===== config.mk =====
export PLATFORM = sky130hd
export DESIGN_NAME = pc_fetch_ctrl
export DESIGN_NICKNAME = d
export VERILOG_FILES = /design/src/rtl/cpu_pkg.sv /design/src/rtl/pc_reg.sv /design/src/rtl/pc_fetch_ctrl.sv
export SDC_FILE = /design/constraint.sdc
export NUM_CORES = 1
export LEC_CHECK = 0
export ABC_AREA = 1
export BUFFER_PORTS_ARGS = -buffer_cell sky130_fd_sc_hd__buf_2
export CAP_MARGIN = 20
export CORE_MARGIN = 2
export CORE_UTILIZATION = 51
export CTS_BUF_LIST = sky130_fd_sc_hd__clkbuf_8 sky130_fd_sc_hd__clkbuf_16
export DETAILED_ROUTE_END_ITERATION = 8
export PLACE_DENSITY = 0.81
export SLEW_MARGIN = 5
export SYNTH_ARGS = -nofsm -noshare
export SYNTH_HDL_FRONTEND = slang
export SYNTH_SLANG_ARGS = --single-unit

===== constraint.sdc =====
create_clock -name clk -period 2.1 [get_ports clk]
set_input_delay 0.42 -clock clk [delete_from_list [all_inputs] [get_ports clk]]
set_output_delay 0.42 -clock clk [all_outputs]
set_load 0.01 [all_outputs]

===== src/rtl/cpu_pkg.sv =====
// Shared CPU definitions: fetch FSM encoding, datapath width and PC constants.
package cpu_pkg;

    localparam int unsigned XLEN = 32;

    localparam logic [XLEN-1:0] RESET_VECTOR_DEFAULT = 32'h0000_0000;
    localparam logic [XLEN-1:0] PC_INCR              = 32'd4;

    typedef enum logic [2:0] {
        BOOT  = 3'd0,
        REQ   = 3'd1,
        WAIT  = 3'd2,
        VALID = 3'd3,
        HALT  = 3'd4
    } fetch_state_t;

endpackage


===== src/rtl/pc_reg.sv =====
// Architectural program-counter register with async reset and load enable.
module pc_reg
    import cpu_pkg::*;
#(
    parameter logic [XLEN-1:0] RESET_VALUE = RESET_VECTOR_DEFAULT
) (
    input  logic            clk,
    input  logic            rst_n,
    input  logic            load,
    input  logic [XLEN-1:0] next_pc,
    output logic [XLEN-1:0] pc
);

    always_ff @(posedge clk or negedge rst_n) begin
        if (!rst_n) begin
            pc <= RESET_VALUE;
        end else if (load) begin
            pc <= next_pc;
        end
    end

endmodule


===== src/rtl/pc_fetch_ctrl.sv =====
// PC and instruction-fetch controller: fetches at PC over req/gnt/rvalid, hands
// the word to decode, and advances PC (sequential or redirect) on consume.
module pc_fetch_ctrl
    import cpu_pkg::*;
#(
    parameter logic [XLEN-1:0] RESET_VECTOR = RESET_VECTOR_DEFAULT
) (
    input  logic            clk,
    input  logic            rst_n,
    output logic [XLEN-1:0] current_addr_pc,
    input  logic [XLEN-1:0] next_addr_pc,
    input  logic            branch_taken,
    input  logic            halt,
    output logic            imem_req,
    output logic [XLEN-1:0] imem_addr,
    input  logic            imem_gnt,
    input  logic            imem_rvalid,
    input  logic [XLEN-1:0] imem_rdata,
    output logic [XLEN-1:0] instr,
    output logic            instr_valid,
    input  logic            stall,
    output logic            misaligned,
    output logic [XLEN-1:0] retire_count
);

    fetch_state_t    state_q;
    fetch_state_t    state_d;
    logic            consume;
    logic [XLEN-1:0] pc;
    logic [XLEN-1:0] pc_next;

    always_ff @(posedge clk or negedge rst_n) begin
        if (!rst_n) begin
            state_q <= BOOT;
        end else begin
            state_q <= state_d;
        end
    end

    always_comb begin
        state_d = state_q;
        consume = 1'b0;
        unique case (state_q)
            BOOT:  state_d = REQ;
            REQ:   if (imem_gnt) state_d = WAIT;
            WAIT:  if (imem_rvalid) state_d = VALID;
            VALID: begin
                if (!stall) begin
                    consume = 1'b1;
                    state_d = halt ? HALT : REQ;
                end
            end
            HALT:  state_d = HALT;
            default: state_d = BOOT;
        endcase
    end

    // Redirect targets are forced word-aligned; the low bits only raise a flag.
    assign pc_next = branch_taken ? {next_addr_pc[XLEN-1:2], 2'b00} : pc + PC_INCR;

    pc_reg #(
        .RESET_VALUE (RESET_VECTOR)
    ) u_pc_reg (
        .clk     (clk),
        .rst_n   (rst_n),
        .load    (consume),
        .next_pc (pc_next),
        .pc      (pc)
    );

    assign current_addr_pc = pc;
    assign imem_addr       = pc;

    // Status outputs are flopped from the next state so they track state_q exactly.
    always_ff @(posedge clk or negedge rst_n) begin
        if (!rst_n) begin
            imem_req     <= 1'b0;
            instr_valid  <= 1'b0;
            misaligned   <= 1'b0;
            instr        <= '0;
            retire_count <= '0;
        end else begin
            imem_req    <= (state_d == REQ);
            instr_valid <= (state_d == VALID);
            misaligned  <= consume && branch_taken && (next_addr_pc[1:0] != 2'b00);
            if ((state_q == WAIT) && imem_rvalid) begin
                instr <= imem_rdata;
            end
            if (consume) begin
                retire_count <= retire_count + XLEN'(1);
            end
        end
    end

endmodule


==> metrics.txt <==
dpl cells=1,062; Post-CTS Setup Bufs=0; CTS H-tree depth=3; delay-heaviest family, CP=simple AND/OR/NAND/NOR gates; Max-Cap Viols=0; die height=111 um; outcome=complete, no violations; Worst-Skew Late Latency=0.34 ns; drt drc=0; CP max-delay cell=dfrtp_1; I/O pin count=202; worst path required time=2.34 ns; largest stage delay on the critical path=0.43 ns; Peak VDD IR=0.681 mV; Setup Viol. Count Final=0; commonest non-fill, non-tap cells in the layout=nand2_1, buf_2, nor2_1; Final WS setup=0.350 ns; largest net degree at the start of global routing=101; Synth Area per Inst=7.57 sq um; CP Launch Type=flip-flop; Max clock buf depth=2; diodes inserted=0; Crit Path Class=flip-flop to flip-flop; YS warnings=0; met3 Resource Use GR=4.56%; Crit Path Max Fanout=7; # nets final=1,006; RD Place Congestion=0.880; critical-path cell list=ha_1, nand2_1, nor2_1, nand2_2, nor2_2, nand2_1, nand2_1, nand3_1, nand2_1, nand2_1; met1 routing resource usage after global routing=30.6%; Worst slew margin=62.0%; most common cell after layout, fill and taps aside=nand2_1; fmax=571 MHz; Worst Hold Class=primary input to asynchronous set/reset pin; Port Buffers=197; Post-CTS Resized=0; post-layout util=63.8%; initial antenna violation count=1; Placement Setup Slack=0.373 ns; detailed-route via count=5,408; CTS clk-pin slew, worst paths=0.08 ns; Remaining Overflow, GRT=0; Die Width=111 um; Netlist cell types=32; sequential share of the synthesized area=43.1%; DR vias/cell=5.02; CTS sink cnt=100; Final Cycle Share=83.3%; pwr/cell area=1210 nW/um^2; RSZ-0062 raised after global routing=no; minimum clock period=1.75 ns; Final Hold Viols=0; CTS Buf Count=9; share of layout cells above drive strength 1=29.2%; Die ar.=12,200 sq um; 1st-iter DRT viols=293; setup TNS=0 ns; final std cells w/o fill=1,078; global-route wire length before repair=24,600 um; core area=11,000 sq um; Syn Inst Count=766; initial core utilization=52.8%; DR WL/cell=13.4 um; HPWL after detailed placement=10,700 um; CP dominant cell by count=nand2_1; Final Skew=0.0139 ns; router iterations before antenna repair=5; CTS tree=yes; Post-DRT Antenna Nets=0; hold_buf cts=0; Post-Syn Area=5800 sq um; final WL=14,400 um; grt peak-use layer=met2; Pins Over Slew Limit=0; CP Data Arrival Time=1.99 ns; Setup crit end kind=flip-flop; vias in the first global route=5,211; CTS root buf=clkbuf_16; FF+latch count, synth=100; Tot GR Track Use=24.0%; CP bufs+invs=0; met2 GRT Util=42.0%; leak pwr=3.63 nW; slew at the pin closest to its max-slew limit=0.570 ns; area grow syn2layout=20.8%; # rows=38
-- layout make-up --
| cell class | count | area (sq um) |
|---|---|---|
| Inverter | 65 | 245 |
| Multi-Input combinational cell | 554 | 2720 |
| Timing Repair Buffer | 203 | 1060 |
| Fill cell | 986 | 3980 |
| Clock inverter | 6 | 65.1 |
| Sequential cell | 100 | 2500 |
| Tap cell | 140 | 175 |
| Clock buffer | 10 | 239 |
-- through the flow --
stage          power (mW)  hold slack (ns)  instance area [sq um]
2_1_floorplan        5.68            0.124                   5810
3_3_place_gp         6.71            0.482                   6700
3_5_place_dp         6.83            0.489                   6700
4_1_cts              8.53            0.155                   7010
5_1_grt              9.08            0.172                   7010
6_report             8.46            0.101                   7010
-- synthesized netlist by cell type (all sizes together) --
cell	count	area, sq um
a21oi	7	35.0
and2	1	6.26
buf	49	337
clkbuf	1	3.75
clkinv	1	5.00
conb	1	3.75
dfrtp	100	2500
ha	2	25.0
inv	64	240
mux2	32	360
nand2	271	1020
nand3	44	243
nand3b	11	82.6
nand4	10	62.6
nor2	114	495
nor3	14	70.1
nor4	1	6.26
o211ai	1	7.51
o21ai	18	90.1
o21bai	3	22.5
o22ai	3	18.8
xnor2	8	70.1
xor2	10	87.6
-- kinds of logic after synthesis --
family | synth area share, %
AO/OA/AOI/OAI | 3.00
XOR/XNOR | 2.72
adder cells (fa/ha/maj) | 0.431
buffers and inverters | 10.1
flip-flops | 43.1
multiplexers | 6.21
other | 0.0647
AND/OR/NAND/NOR | 34.3
-- path summary, 6_finish.rpt --
| check | from | slack [ns] | cells after the start | to |
|---|---|---|---|---|
| max reg2reg | u_pc_reg.pc[2]$_DFFE_PN0N_ | 0.35 | 10 | u_pc_reg.pc[28]$_DFFE_PN0N_ |
| min in group clk | halt | 0.30 | 3 | state_q[2]$_DFF_PN0_ |
| min | rst_n | 0.10 | 2 | instr[5]$_DFFE_PN0P_ |
| max | u_pc_reg.pc[2]$_DFFE_PN0N_ | 0.35 | 10 | u_pc_reg.pc[28]$_DFFE_PN0N_ |
| max in group asynchronous | rst_n | 1.53 | 2 | instr[14]$_DFFE_PN0P_ |
| min reg2reg | instr[20]$_DFFE_PN0P_ | 0.51 | 1 | instr[20]$_DFFE_PN0P_ |
-- worst register-to-register path: cells and delay by family (launching register included) --
kind          cells  cell delay (ns)
fa+ha+maj         1             0.24
flops             1             0.43
simple gates      9             0.97
-- power by group --
part	switching (mW)	total, mW	leakage [nW]	internal [mW]
clock network	0.808	1.68	0.150	0.874
logic	1.91	3.40	2.23	1.49
registers	0.757	3.38	1.25	2.63
-- per-layer routing --
layer | part of all wire (%) | vias up
met3 | 7.4 | 19
li1 | - | 2717
met4 | 1.2 | 2
met2 | 49 | 213
met5 | 0.056 | -
met1 | 42 | 2457
Power figures use the tool's default switching activity.
